**config.mk**
```make
export PLATFORM = sky130hd
export DESIGN_NAME = mc_control_fsm
export DESIGN_NICKNAME = d
export VERILOG_FILES = /design/src/rtl/arm_ctrl_pkg.sv /design/src/rtl/alu_decoder.sv /design/src/rtl/mc_control_fsm.sv
export SDC_FILE = /design/constraint.sdc
export NUM_CORES = 1
export LEC_CHECK = 0
export CAP_MARGIN = 5
export CELL_PAD_IN_SITES_DETAIL_PLACEMENT = 0
export CELL_PAD_IN_SITES_GLOBAL_PLACEMENT = 1
export CORE_MARGIN = 2
export CORE_UTILIZATION = 18
export CTS_CLUSTER_DIAMETER = 30
export DETAILED_ROUTE_END_ITERATION = 8
export PLACE_DENSITY = 0.82
export SLEW_MARGIN = 10
export SYNTH_ARGS = -nofsm -noshare
export SYNTH_HDL_FRONTEND = slang
export SYNTH_HIERARCHICAL = 1
export SYNTH_SLANG_ARGS = --single-unit
```
**constraint.sdc**
```tcl
create_clock -name clk -period 2 [get_ports clk]
set_clock_uncertainty 0.2 [all_clocks]
set_input_delay 0.4 -clock clk [delete_from_list [all_inputs] [get_ports clk]]
set_output_delay 0.4 -clock clk [all_outputs]
set_load 0.01 [all_outputs]
```
**src/rtl/arm_ctrl_pkg.sv**
```systemverilog
// Shared encodings for the multicycle control unit: FSM states, ALU operation codes and datapath mux selects.
// Pure declarations; no logic, no latency.
package arm_ctrl_pkg;

    typedef enum logic [3:0] {
        FETCH  = 4'd0,
        DECODE = 4'd1,
        MEMADR = 4'd2,
        MEMRD  = 4'd3,
        MEMWB  = 4'd4,
        MEMWR  = 4'd5,
        EXECR  = 4'd6,
        EXECI  = 4'd7,
        ALUWB  = 4'd8,
        MULWB  = 4'd9,
        FPEXEC = 4'd10,
        BRANCH = 4'd11,
        UNDEF  = 4'd12
    } state_t;

    localparam logic [3:0] ALU_ADD   = 4'b0000;
    localparam logic [3:0] ALU_SUB   = 4'b0001;
    localparam logic [3:0] ALU_AND   = 4'b0010;
    localparam logic [3:0] ALU_ORR   = 4'b0011;
    localparam logic [3:0] ALU_MUL   = 4'b0100;
    localparam logic [3:0] ALU_UMULL = 4'b0101;
    localparam logic [3:0] ALU_SMULL = 4'b0110;

    localparam logic [1:0] RES_ALUOUT    = 2'b00;
    localparam logic [1:0] RES_DATA      = 2'b01;
    localparam logic [1:0] RES_ALURESULT = 2'b10;
    localparam logic [1:0] RES_FPU       = 2'b11;

    localparam logic [1:0] SRCA_REG  = 2'b00;
    localparam logic [1:0] SRCA_PC   = 2'b01;
    localparam logic [1:0] SRCB_REG  = 2'b00;
    localparam logic [1:0] SRCB_IMM  = 2'b01;
    localparam logic [1:0] SRCB_FOUR = 2'b10;

    localparam logic ADR_PC     = 1'b0;
    localparam logic ADR_RESULT = 1'b1;

    // Multiply encodings hide inside the data-processing space: register form with 1001 in bits 7:4.
    function automatic logic is_mul_pattern(input logic [5:0] funct, input logic [3:0] instr_7_4);
        return !funct[5] && (instr_7_4 == 4'b1001);
    endfunction

endpackage

```
**src/rtl/alu_decoder.sv**
```systemverilog
// Combinational ALU operation and flag-write decode for data-processing and multiply instructions.
// Zero latency; no flow control.
module alu_decoder
    import arm_ctrl_pkg::*;
(
    input  logic [5:0] i_funct,
    input  logic [2:0] i_instr_23_21,
    input  logic [3:0] i_instr_7_4,
    input  logic       i_alu_op,
    output logic [3:0] o_alu_control,
    output logic [1:0] o_flag_w
);

    logic w_mul;
    logic w_cmp;
    logic w_arith;
    logic w_unused;

    assign w_unused = i_instr_23_21[0];

    always_comb begin
        w_mul         = is_mul_pattern(i_funct, i_instr_7_4);
        w_cmp         = (i_funct[4:1] == 4'b1010);
        w_arith       = !w_mul && ((i_funct[4:1] == 4'b0100) || (i_funct[4:1] == 4'b0010) || w_cmp);
        o_alu_control = ALU_ADD;
        o_flag_w      = 2'b00;
        if (i_alu_op) begin
            // A multiply pattern overrides whatever command the Funct bits would otherwise spell.
            if (w_mul) begin
                if (i_instr_23_21[2]) o_alu_control = i_instr_23_21[1] ? ALU_SMULL : ALU_UMULL;
                else                  o_alu_control = ALU_MUL;
            end else begin
                case (i_funct[4:1])
                    4'b0100: o_alu_control = ALU_ADD;
                    4'b0010: o_alu_control = ALU_SUB;
                    4'b1010: o_alu_control = ALU_SUB;
                    4'b1100: o_alu_control = ALU_ORR;
                    4'b0000: o_alu_control = ALU_AND;
                    default: o_alu_control = ALU_ADD;
                endcase
            end
            o_flag_w[1] = i_funct[0] | w_cmp;
            o_flag_w[0] = o_flag_w[1] & w_arith;
        end
    end

endmodule

```
**src/rtl/mc_control_fsm.sv**
```systemverilog
// Multicycle fetch/decode/execute/writeback sequencer driving every datapath control; 3-5 cycles per instruction.
// No backpressure: one state per clock, write enables gated by CondEx and forced low during reset.
module mc_control_fsm
    import arm_ctrl_pkg::*;
#(
    parameter state_t RESET_STATE = FETCH
)(
    input  logic        clk,
    input  logic        reset,
    input  logic [31:0] Instr,
    input  logic        CondEx,
    output logic        PCWrite,
    output logic        RegWrite,
    output logic        RegWrite2,
    output logic        MemWrite,
    output logic        IRWrite,
    output logic        AdrSrc,
    output logic [1:0]  RegSrc,
    output logic [1:0]  ALUSrcA,
    output logic [1:0]  ALUSrcB,
    output logic [1:0]  ResultSrc,
    output logic [1:0]  ImmSrc,
    output logic [3:0]  ALUControl,
    output logic        Half,
    output logic [1:0]  FlagW,
    output logic [3:0]  State
);

    state_t     r_state;
    state_t     w_next;
    logic [1:0] w_op;
    logic [5:0] w_funct;
    logic [3:0] w_rd;
    logic       w_mul;
    logic       w_next_pc, w_branch, w_reg_w, w_reg_w2, w_mem_w, w_ir_w;
    logic       w_adr_src, w_alu_op, w_half, w_mul_hold;
    logic [1:0] w_alu_src_a, w_alu_src_b, w_result_src, w_flag_w;
    logic [3:0] w_dec_alu_control, w_alu_control;
    logic       w_unused_instr;

    assign w_op           = Instr[27:26];
    assign w_funct        = Instr[25:20];
    assign w_rd           = Instr[15:12];
    assign w_mul          = (w_op == 2'b00) && is_mul_pattern(w_funct, Instr[7:4]);
    assign w_unused_instr = ^{Instr[31:28], Instr[19:16], Instr[11:8], Instr[3:0]};

    alu_decoder u_alu_decoder (
        .i_funct       (w_funct),
        .i_instr_23_21 (Instr[23:21]),
        .i_instr_7_4   (Instr[7:4]),
        .i_alu_op      (w_alu_op),
        .o_alu_control (w_dec_alu_control),
        .o_flag_w      (w_flag_w)
    );

    always_ff @(posedge clk) begin
        if (reset) r_state <= RESET_STATE;
        else       r_state <= w_next;
    end

    always_comb begin
        w_next       = FETCH;
        w_next_pc    = 1'b0;
        w_branch     = 1'b0;
        w_reg_w      = 1'b0;
        w_reg_w2     = 1'b0;
        w_mem_w      = 1'b0;
        w_ir_w       = 1'b0;
        w_adr_src    = ADR_PC;
        w_alu_op     = 1'b0;
        w_half       = 1'b0;
        w_mul_hold   = 1'b0;
        w_alu_src_a  = SRCA_REG;
        w_alu_src_b  = SRCB_REG;
        w_result_src = RES_ALUOUT;
        case (r_state)
            FETCH: begin
                w_ir_w       = 1'b1;
                w_next_pc    = 1'b1;
                w_alu_src_a  = SRCA_PC;
                w_alu_src_b  = SRCB_FOUR;
                w_result_src = RES_ALURESULT;
                w_next       = DECODE;
            end
            DECODE: begin
                w_alu_src_a  = SRCA_PC;
                w_alu_src_b  = SRCB_FOUR;
                w_result_src = RES_ALURESULT;
                case (w_op)
                    2'b01:   w_next = MEMADR;
                    2'b10:   w_next = BRANCH;
                    2'b11:   w_next = FPEXEC;
                    default: begin
                        if (w_funct[5])                        w_next = EXECI;
                        else if (w_mul && Instr[22:21] == 2'b11) w_next = UNDEF;
                        else                                   w_next = EXECR;
                    end
                endcase
            end
            MEMADR: begin
                w_alu_src_b = SRCB_IMM;
                w_next      = w_funct[0] ? MEMRD : MEMWR;
            end
            MEMRD: begin
                w_adr_src = ADR_RESULT;
                w_next    = MEMWB;
            end
            MEMWB: begin
                w_result_src = RES_DATA;
                w_reg_w      = 1'b1;
            end
            MEMWR: begin
                w_adr_src = ADR_RESULT;
                w_mem_w   = 1'b1;
            end
            EXECR, EXECI: begin
                w_alu_src_b = (r_state == EXECI) ? SRCB_IMM : SRCB_REG;
                w_alu_op    = 1'b1;
                w_next      = (w_mul && Instr[23]) ? MULWB : ALUWB;
            end
            ALUWB: w_reg_w = (w_funct[4:1] != 4'b1010);
            MULWB: begin
                w_reg_w    = 1'b1;
                w_reg_w2   = 1'b1;
                w_mul_hold = 1'b1;
            end
            FPEXEC: begin
                w_result_src = RES_FPU;
                w_half       = Instr[22];
                w_reg_w      = 1'b1;
            end
            BRANCH: begin
                w_alu_src_b  = SRCB_IMM;
                w_result_src = RES_ALURESULT;
                w_branch     = 1'b1;
            end
            default: w_next = FETCH;
        endcase
    end

    // The 64-bit product needs the multiplier opcode held through the second writeback cycle.
    assign w_alu_control = w_mul_hold ? (Instr[22] ? ALU_SMULL : ALU_UMULL) : w_dec_alu_control;

    always_comb begin
        PCWrite    = 1'b0;
        RegWrite   = 1'b0;
        RegWrite2  = 1'b0;
        MemWrite   = 1'b0;
        IRWrite    = 1'b0;
        AdrSrc     = 1'b0;
        RegSrc     = 2'b00;
        ALUSrcA    = 2'b00;
        ALUSrcB    = 2'b00;
        ResultSrc  = 2'b00;
        ImmSrc     = 2'b00;
        ALUControl = 4'b0000;
        Half       = 1'b0;
        FlagW      = 2'b00;
        State      = 4'd0;
        if (!reset) begin
            PCWrite    = w_next_pc | (w_branch & CondEx) | (w_reg_w & CondEx & (w_rd == 4'd15));
            RegWrite   = w_reg_w & CondEx;
            RegWrite2  = w_reg_w2 & CondEx;
            MemWrite   = w_mem_w & CondEx;
            IRWrite    = w_ir_w;
            AdrSrc     = w_adr_src;
            RegSrc     = {(w_op == 2'b01) && !w_funct[0], (w_op == 2'b10)};
            ALUSrcA    = w_alu_src_a;
            ALUSrcB    = w_alu_src_b;
            ResultSrc  = w_result_src;
            ImmSrc     = w_op;
            ALUControl = w_alu_control;
            Half       = w_half;
            FlagW      = w_flag_w;
            State      = r_state;
        end
    end

endmodule

```
# Yosys cells after proc, flatten, opt, wreduce, memory -nomap -nowiden
# Index checks and enable logic that the tools add are counted.
[word_totals] ff_bits=4 input_bits=35 output_inout_bits=27 wordCells=93
[classes] n_eq_ne=22 muxes=40 n_bitwise=9 n_reduce_logical=21
[ops] op="4-bit == test (second input constant)" count=8
[ops] op="4-bit two-way mux" count=8
[ops] op="4-bit by 3-bit == test with 1-bit output (second input constant)" count=5
[ops] op="4-bit one-hot mux with 5 select lines" count=1
[ops] op="1-bit two-way mux" count=18
[ops] op="2-bit one-hot mux with 3 select lines" count=3
[ops] op="2-bit two-way mux" count=7
[ops] op="4-bit by 2-bit == test with 1-bit output (second input constant)" count=3
[ops] op="4-bit one-hot mux with 3 select lines" count=1
[ops] op="2-bit OR reduction" count=5
[ops] op="4-bit logical NOT" count=2
[ops] op="1-bit bitwise AND" count=6
[ops] op="2-bit == test (second input constant)" count=3
[ops] op="1-bit logical AND" count=6
[ops] op="3-bit OR reduction" count=2
[ops] op="4-bit by 1-bit == test with 1-bit output (second input constant)" count=1
[ops] op="4-bit inequality test (second input constant)" count=1
[ops] op="1-bit logical NOT" count=3
[ops] op="3-bit two-way mux" count=1
[ops] op="1-bit bitwise OR" count=3
[ops] op="2-bit by 1-bit == test with 1-bit output (second input constant)" count=1
[ops] op="2-bit logical NOT" count=1
[ops] op="1-bit logical OR" count=2
[ops] op="1-bit one-hot mux with 2 select lines" count=1

# Longest topological paths before layout
# Gate-level depths: netlist of the first run.
[logic_depth] word_depth=8 mapped_depth=6 mapped_depth_nobuf=6

# Hierarchy
# Netlist of the first run, hierarchy kept.
[by_module_without_submodules] module="mc_control_fsm" n_inst=1 cells_each=93 area_per_inst_um2=579.3 seq_area_each_um2=80.1
[by_module_without_submodules] module="alu_decoder" n_inst=1 cells_each=19 area_per_inst_um2=150.1 seq_area_each_um2=0.0

# Least setup slack after synthesis of the first run
# OpenSTA, ideal clock, no wires.
[synth_path] path_kind="input to output" start="input port Instr[23]" end="output port PCWrite" t_arrival_ns=1.418 t_required_ns=1.400 slack_ns=-0.018 path_stages=4 n_path_buf=0 path_cell_list="or4b_1 or3_1 a21oi_2 o31ai_1"
[synth_between] elab_chain_cells=6
[synth_lines] element="from (decl)" line="mc_control_fsm.sv:10" source="input logic [31:0] Instr,"
[synth_lines] element="4-bit inequality test" line="mc_control_fsm.sv:121" source="ALUWB: w_reg_w = (w_funct[4:1] != 4'b1010);"
[synth_lines] element="1-bit one-hot mux with 2 select lines" line="mc_control_fsm.sv:76" source="case (r_state)"
[synth_lines] element="1-bit bitwise AND (2 in a row)" line="mc_control_fsm.sv:161" source="PCWrite = w_next_pc | (w_branch & CondEx) | (w_reg_w & CondEx & (w_rd == 4'd15));"
[synth_lines] element="1-bit bitwise OR" line="mc_control_fsm.sv:161"
[synth_lines] element="1-bit two-way mux" line="mc_control_fsm.sv:160" source="if (!reset) begin"
[synth_lines] element="to (decl)" line="mc_control_fsm.sv:12" source="output logic PCWrite,"
# Every way passes these cells.

# Worst setup path in the final report of the first run
[layout_path] start="register r_state[0]" end="output port PCWrite"
[layout_between] elab_chain_cells=7 elab_cells_between_ends=16 classes_between="5 x eq/ne; 4 x mux; 5 x bitwise; 2 x reduce/logical"
[layout_lines] element="from (decl)" line="mc_control_fsm.sv:29" source="state_t r_state;"
[layout_lines] element="from (signal assigned)" line="mc_control_fsm.sv:58" source="else r_state <= w_next;"
[layout_lines] element="4-bit == test / 4-bit by 3-bit == test with 1-bit output (equally long branches)" line="mc_control_fsm.sv:76"
[layout_lines] element="3-bit OR reduction (no line)"
[layout_lines] element="1-bit one-hot mux with 2 select lines" line="mc_control_fsm.sv:76"
[layout_lines] element="1-bit bitwise AND (2 in a row)" line="mc_control_fsm.sv:161"
[layout_lines] element="1-bit bitwise OR *" line="mc_control_fsm.sv:161"
[layout_lines] element="1-bit two-way mux *" line="mc_control_fsm.sv:160"
# Mark *: on every way between the ends. The rest lies on a longest branch, timed or not.

==> flow_metrics.py, run 1 <==
metrics = {
    "sta": {
        "period_share_pct": 122,
        "min_period_ns": 2.44,
        "layout_setup_ws_ns": -0.439,
        "number_of_max_slew_violations_in_the_final_report": 0,
        "unrepaired_setup_endpoints_after_global_routing": "true",
        "timing_hold_violations_final": 0,
        "max_freq_mhz": 410,
        "final-setup-viol-count": 11,
    },
    "clocking": {
        "clock_tree.buffer_depth": 2,
        "clock_tree_from_tritoncts": "done",
        "post_cts_hold_buffer_count": 0,
        "tritoncts.num_buffers": 3,
        "ctsHtreeMaxLevel": 1,
        "clk_pin_slew_worst_paths_ns": 0.03,
        "clock-sinks": 4,
        "clk_root_buffer_cell": "clkbuf_8",
        "worstSkewPairLatency_ns": 0.23,
    },
    "run": {
        "max-cap-violations": 0,
    },
    "layout": {
        "layout.filler_cells": 389,
        "insertedDiodeCount": 0,
        "biggestRegsByFlops": "r_state (4)",
        "final_nets": 232,
        "fraction_of_final_layout_cells_sized_beyond_drive_strength_1_pct": 60.0,
        "register_with_the_most_flip_flops": "r_state",
        "synthToLayoutAreaGrowth_pct": 136,
        "post_layout_nonfiller_instances": 245,
        "finalCoreUtilization_pct": 43.6,
        "flip_flop_count_of_the_largest_register_after_layout": 4,
    },
    "global_route": {
        "grt_most_used_layer": "met2",
        "vias_in_the_first_global_route": 1034,
        "global_route_wire_length_before_repair_um": 4690,
        "use_met1_pct": 16.0,
        "gr-usage-met2_pct": 23.7,
        "grt_max_degree": 16,
        "antenna_found_initial": 0,
        "grt.total_usage_pct": 13.4,
        "grt_use_met3_pct": 2.83,
        "grt_overflow_total": 0,
    },
    "outcome": {
        "run_status": "complete, but fails checks",
        "violations": "negative setup slack",
    },
    "synthesis": {
        "number_of_synthesized_flops_with_an_enable_pin": 0,
        "post_synth_arst_share_pct": 0,
        "synth_seq_area_share_pct": 11.0,
        "post_synth_num_cell_types": 41,
        "syn-num-nets": 147,
        "syn-mean-instance-area_sq_um": 6.51,
        "synth.yosys.warnings": 6,
        "postSynthRegisterBits": 4,
        "synthesis.area_sq_um": 729,
        "syn-instance-count": 112,
        "synth_flop_cell": "dfxtp_1",
    },
    "drt": {
        "iteration_0_drc_count_of_the_detailed_router": 22,
        "num_vias": 1129,
        "remaining_drc_errors": 0,
        "post_drt_wl_per_cell_um": 12.9,
        "final_antenna_net_count": 0,
        "vias_per_cell": 4.61,
        "drtPass1Iterations": 4,
        "finalWirelength_um": 3160,
    },
    "power": {
        "power.internal_mw": 0.495,
        "p_comb_share_pct": 63.7,
        "power_per_cell_area_nw_per_um2": 451,
        "seqPwrFrac_pct": 13.5,
        "power.static_leakage_nw": 0.786,
        "p_switching_mw": 0.280,
        "max-vdd-ir-drop_mv": 0.230,
        "clkPwrFrac_pct": 22.8,
        "p_sw_share_pct": 36.1,
    },
    "placed_design": {
        "portBuffers": 43,
        "detailedPlacementHpwl_um": 2030,
        "placedCellCount": 228,
        "gpl.final_weighted_congestion": 0.820,
    },
    "worst_setup_path": {
        "crit_path_cell_trace": "or4b_1 > or3_4 > a21oi_4 > buf_6 > o31ai_2 > buf_2",
        "cp-start-kind": "register",
        "worst_r2r_endpoint": "r_state[1]$_SDFF_PP0_",
        "cpLargestDelayFamily": "simple AND/OR/NAND/NOR gates",
        "cpPeakStageDelay_ns": 0.51,
        "crit_slowest_cell": "or4b_1",
        "r2r_cells": 5,
        "critPathRequiredTime_ns": 1.40,
        "worst_r2r_startpoint": "r_state[2]$_SDFF_PP0_",
        "crit_fanout": 3,
        "worstPathArrival_ns": 1.84,
        "path_class": "register to output port",
        "regToRegSetupSlack_ns": 0.24,
        "critical_path.n_buffers_inverters": 2,
        "worst_setup_path_end_kind": "output port",
    },
    "floorplan": {
        "fp.coreArea_sq_um": 3940,
        "top_level_port_count": 62,
        "start_util_pct": 18.5,
        "dieArea_sq_um": 4580,
        "std_cell_rows": 23,
        "die_x_um": 67.7,
        "die-height_um": 67.7,
    },
    "worst_hold_path": {
        "timing.hold.worst_endpoint": "r_state[0]$_SDFF_PP0_",
        "worst_hold_startpoint": "Instr[6]",
        "worst_hold_path_depth": 5,
        "min_path_type": "input port to register",
    },
}
what timing repair did:
item | CTS | global route
pin swaps | 19 | 16
resized for setup | 153 | 34
buffers inserted | 9 | 7
setup endpoints to repair | 25 | 17
worst min-delay path, delay by kind of cell:
kind / cells / cell delay, ns
and+or+nand+nor: 3 / 0.32
buffers and inverters: 1 / 0.09
AOI/OAI and AO/OA: 1 / 0.07
per-stage QoR:
| stage | hold slack [ns] | total power [mW] | setup WS (ns) | instance area, sq um | setup TNS (ns) |
|---|---|---|---|---|---|
| 6_report | 0.496 | 0.776 | -0.439 | 1720 | -2.06 |
| 5_1_grt | 0.534 | 0.820 | -0.493 | 1720 | -2.70 |
| 4_1_cts | 0.457 | 0.705 | -0.517 | 1590 | -2.11 |
| 3_5_place_dp | 0.479 | 0.475 | -1.04 | 1430 | -15.83 |
| 3_3_place_gp | 0.482 | 0.473 | -1.03 | 1430 | -15.74 |
| 2_1_floorplan | 0.369 | 0.271 | -0.0123 | 736 | -0.0126 |
power groups by stage:
stage / registers (mW) / clock network (mW) / logic [mW]
2_1_floorplan: 0.102 / 0 / 0.169
3_3_place_gp: 0.100 / 0 / 0.373
3_5_place_dp: 0.101 / 0 / 0.374
4_1_cts: 0.102 / 0.178 / 0.426
5_1_grt: 0.106 / 0.182 / 0.532
6_report: 0.104 / 0.177 / 0.494
placed cells by master (no fill, tap or decap), types with 4 or more instances in the layout:
| cell | synthesis | final |
|---|---|---|
| buf_4 | 2 | 33 |
| buf_2 | 0 | 21 |
| buf_6 | 0 | 14 |
| nor2_1 | 17 | 11 |
| nor2b_1 | 9 | 7 |
| clkdlybuf4s50_1 | 0 | 7 |
| nand2b_1 | 10 | 6 |
| nand2b_4 | 1 | 5 |
| nand2_1 | 5 | 5 |
| dlygate4sd2_1 | 0 | 5 |
| nor2_4 | 0 | 4 |
| a21oi_1 | 5 | 4 |
per-layer routing:
metal  part of all wire (%)  vias to the layer above
li1                       -                      560
met3                    6.5                        5
met4                    1.2                        0
met5                      0                        -
met1                     42                      521
met2                     50                       43
kinds of logic after synthesis:
kind of cell | count (synthesis) | synth area share [%]
other | 2 | 1.03
buffers and inverters | 11 | 6.69
AND/OR/NAND/NOR | 72 | 58.7
multiplexers | 1 | 1.37
flip-flops | 4 | 11.0
AO/OA/AOI/OAI | 19 | 17.7
XOR/XNOR | 3 | 3.60
synth_stat cells (2+ instances only):
cell | number | area [sq um]
o31ai_1 | 3 | 22.5
nor3b_1 | 3 | 22.5
nand3b_1 | 2 | 15.0
buf_4 | 2 | 15.0
nor2_1 | 17 | 63.8
nand4_1 | 2 | 12.5
or3_1 | 3 | 18.8
nand2_1 | 5 | 18.8
xor2_1 | 3 | 26.3
nor3_1 | 5 | 25.0
nor2b_1 | 9 | 56.3
o21ai_0 | 3 | 15.0
clkbuf_1 | 7 | 26.3
inv_1 | 2 | 7.51
conb_1 | 2 | 7.51
nand3_1 | 2 | 10.0
dfxtp_1 | 4 | 80.1
nand2b_1 | 10 | 62.6
a21oi_1 | 5 | 25.0
and3_1 | 2 | 12.5
how the worst max path moves through the flow:
stage                                      from      end  slack [ns]  cells past startpoint
after CTS                 r_state[1]$_SDFF_PP0_  PCWrite       -0.52                      6
after global placement                Instr[23]  PCWrite       -1.03                      6
after detailed placement              Instr[23]  PCWrite       -1.04                      6
final                     r_state[0]$_SDFF_PP0_  PCWrite       -0.44                      6
after floorplan                       Instr[23]  PCWrite       -0.01                      4
after global routing      r_state[0]$_SDFF_PP0_  PCWrite       -0.49                      6
cell type report:
cell class | count | area, sq um | share of cell area (%)
multi-input combinational | 97 | 797 | 46.3
sequential | 4 | 83.8 | 4.87
tap | 50 | 62.6 | 3.64
inverter | 2 | 7.51 | 0.436
timing repair buffer | 89 | 728 | 42.3
clock buffer | 3 | 41.3 | 2.40
Power figures use the tool's default switching activity.
==> inputs of run 2 (changes only) <==
--- a/config.mk
+++ b/config.mk
@@ -5,6 +5,7 @@
 export SDC_FILE = /design/constraint.sdc
 export NUM_CORES = 1
 export LEC_CHECK = 0
+export ABC_CLOCK_PERIOD_IN_PS = 2000
 export CAP_MARGIN = 5
 export CELL_PAD_IN_SITES_DETAIL_PLACEMENT = 0
 export CELL_PAD_IN_SITES_GLOBAL_PLACEMENT = 1
==> results of run 2 <==
The final DEF is identical to that of run 1; final timing and power are the same.
==> inputs of run 3 (changes only) <==
--- a/config.mk
+++ b/config.mk
@@ -5,15 +5,15 @@
 export SDC_FILE = /design/constraint.sdc
 export NUM_CORES = 1
 export LEC_CHECK = 0
-export ABC_CLOCK_PERIOD_IN_PS = 2000
+export ABC_CLOCK_PERIOD_IN_PS = 2500
 export CAP_MARGIN = 5
 export CELL_PAD_IN_SITES_DETAIL_PLACEMENT = 0
 export CELL_PAD_IN_SITES_GLOBAL_PLACEMENT = 1
 export CORE_MARGIN = 2
-export CORE_UTILIZATION = 18
+export CORE_UTILIZATION = 20
 export CTS_CLUSTER_DIAMETER = 30
 export DETAILED_ROUTE_END_ITERATION = 8
-export PLACE_DENSITY = 0.82
+export PLACE_DENSITY = 0.86
 export SLEW_MARGIN = 10
 export SYNTH_ARGS = -nofsm -noshare
 export SYNTH_HDL_FRONTEND = slang
==> constraint.sdc (replaced) <==
create_clock -name clk -period 2.5 [get_ports clk]
set_clock_uncertainty 0.2 [all_clocks]
set_input_delay 0.5 -clock clk [delete_from_list [all_inputs] [get_ports clk]]
set_output_delay 0.5 -clock clk [all_outputs]
set_load 0.01 [all_outputs]
==> flow_metrics.py, run 3 (synthesis results as in run 1) <==
metrics = {
    "drt": {
        "num_vias": 1046,
        "remaining_drc_errors": 0,
        "vias_per_cell": 4.55,
        "iteration_0_drc_count_of_the_detailed_router": 50,
        "final_antenna_net_count": 0,
        "post_drt_wl_per_cell_um": 11.7,
        "drtPass1Iterations": 4,
        "finalWirelength_um": 2690,
    },
    "power": {
        "p_comb_share_pct": 65.0,
        "max-vdd-ir-drop_mv": 0.171,
        "clkPwrFrac_pct": 17.7,
        "power.internal_mw": 0.293,
        "p_switching_mw": 0.172,
        "power_per_cell_area_nw_per_um2": 319,
        "power.static_leakage_nw": 0.750,
        "p_sw_share_pct": 36.9,
        "seqPwrFrac_pct": 17.3,
    },
    "worst_setup_path": {
        "regToRegSetupSlack_ns": 0.74,
        "worstPathArrival_ns": 1.76,
        "critPathRequiredTime_ns": 1.80,
        "worst_r2r_startpoint": "r_state[3]$_SDFF_PP0_",
        "worst_setup_path_end_kind": "output port",
        "critical_path.startpoint": "Instr[23]",
        "worst_r2r_endpoint": "r_state[1]$_SDFF_PP0_",
        "cp-start-kind": "input port",
        "path_class": "input port to output port",
        "r2r_cells": 5,
        "timing.critical_path.to": "PCWrite",
        "crit_fanout": 7,
    },
    "clocking": {
        "tritoncts.num_buffers": 3,
        "clock-sinks": 4,
        "clock_tree.buffer_depth": 2,
        "worstSkewPairLatency_ns": 0.24,
        "clock_tree_from_tritoncts": "done",
        "clk_pin_slew_worst_paths_ns": 0.04,
        "ctsHtreeMaxLevel": 1,
        "clk_root_buffer_cell": "clkbuf_4",
    },
    "sta": {
        "timing_hold_violations_final": 0,
        "min_period_ns": 2.46,
        "min_hold_slack_ns": 0.492,
        "max_freq_mhz": 407,
        "final-setup-viol-count": 0,
        "unrepaired_setup_endpoints_after_global_routing": "true",
        "number_of_max_slew_violations_in_the_final_report": 0,
        "period_share_pct": 98.4,
        "timing.setup.tns_ns": 0,
    },
    "layout": {
        "layout_cell_area_excl_fill_sq_um": 1460,
        "final_common_cell": "buf_4",
        "flip_flop_count_of_the_largest_register_after_layout": 4,
        "biggestRegsByFlops": "r_state (4)",
        "synthToLayoutAreaGrowth_pct": 99.8,
        "multi_input_area_sq_um": 634,
        "layout.filler_cells": 377,
        "insertedDiodeCount": 0,
        "sequential_cell_area_in_the_final_layout_sq_um": 82.6,
        "final_nets": 221,
        "final_cell_mix": "buf_4 (33), nor2_1 (17), clkdlybuf4s50_1 (13), dlygate4sd2_1 (13)",
        "fraction_of_final_layout_cells_sized_beyond_drive_strength_1_pct": 34.2,
        "finalCoreUtilization_pct": 42.7,
        "register_with_the_most_flip_flops": "r_state",
    },
    "run": {
        "max-cap-violations": 0,
    },
    "global_route": {
        "antenna_found_initial": 0,
        "grt.total_usage_pct": 13.0,
        "vias_in_the_first_global_route": 1011,
        "grt_overflow_total": 0,
        "grt_max_degree": 19,
        "global_route_wire_length_before_repair_um": 4340,
    },
    "outcome": {
        "run_status": "finished, final reports clean",
    },
    "floorplan": {
        "fp.coreArea_sq_um": 3420,
        "std_cell_rows": 21,
        "die-height_um": 64.4,
        "dieArea_sq_um": 4150,
        "start_util_pct": 21.4,
        "top_level_port_count": 62,
        "die_x_um": 64.4,
    },
    "placed_design": {
        "post_dp_cell_area_sq_um": 1380,
        "portBuffers": 43,
        "detailedPlacementHpwl_um": 2100,
        "gpl.final_weighted_congestion": 0.879,
    },
    "worst_hold_path": {
        "min_path_type": "register to register",
    },
}
run 3: cell count changes in the layout (fill, tap and decap cells not counted), sizes merged:
cell           previous run  this run
buf                      71        46
clkbuf                    5         3
clkdlybuf4s15             4         1
clkdlybuf4s50             7        13
dlygate4sd2               5        13
dlymetal6s2s              0         5
run 3: cell type report:
| class | instances | area share (%) |
|---|---|---|
| flip-flops and latches | 4 | 5.67 |
| inverters | 2 | 0.515 |
| well taps | 46 | 3.95 |
| multi-input cells | 97 | 43.5 |
| repair buffers | 78 | 44.8 |
| clock buffers | 3 | 1.55 |
run 3: power groups by stage:
stage	logic [mW]	registers [mW]	clock network (mW)
after detailed placement	0.286	0.0801	0
after global routing	0.330	0.0831	0.0895
final	0.302	0.0807	0.0822
after CTS	0.278	0.0803	0.0832
after global placement	0.281	0.0798	0
after floorplan	0.132	0.0818	0
run 3: per-stage QoR:
step                power (mW)  setup WS (ns)  std cells
detailed placement       0.366         -0.765        219
global route             0.503        -0.0180        230
global placement         0.360         -0.746        219
finish                   0.465         0.0400        230
floorplan                0.214          0.282        112
CTS                      0.441        -0.0357        223
run 3: worst min-delay path by stage:
stage | cells past startpoint | endpoint | from | slack [ns]
finish | 3 | r_state[2]$_SDFF_PP0_ | r_state[0]$_SDFF_PP0_ | 0.49
detailed placement | 3 | r_state[2]$_SDFF_PP0_ | r_state[0]$_SDFF_PP0_ | 0.49
CTS | 3 | r_state[2]$_SDFF_PP0_ | r_state[1]$_SDFF_PP0_ | 0.47
global placement | 3 | r_state[2]$_SDFF_PP0_ | r_state[0]$_SDFF_PP0_ | 0.48
floorplan | 2 | r_state[0]$_SDFF_PP0_ | r_state[2]$_SDFF_PP0_ | 0.37
global route | 3 | r_state[2]$_SDFF_PP0_ | r_state[0]$_SDFF_PP0_ | 0.54
run 3: critical path: stages:
cell and delay (ns):
buf_8 0.11, or4b_1 0.45, or3_4 0.35, a21oi_4 0.15, o31ai_2 0.07, buf_2 0.14
run 3: metal layers:
layer / global-route usage [%] / up-vias / share of wire [%]
met5: 0 / - / 0
met4: 2.39 / 0 / 0.85
met3: 3.52 / 4 / 6.6
met2: 23.4 / 38 / 48
met1: 15.4 / 467 / 45
li1: - / 537 / -
run 3: repair_timing:
| item | CTS | global route |
|---|---|---|
| pin swaps | 11 | 8 |
| hold buffers | 0 | 0 |
| setup endpoints to repair | 25 | 9 |
| resized for setup | 66 | 15 |
| setup buffers | 2 | 7 |
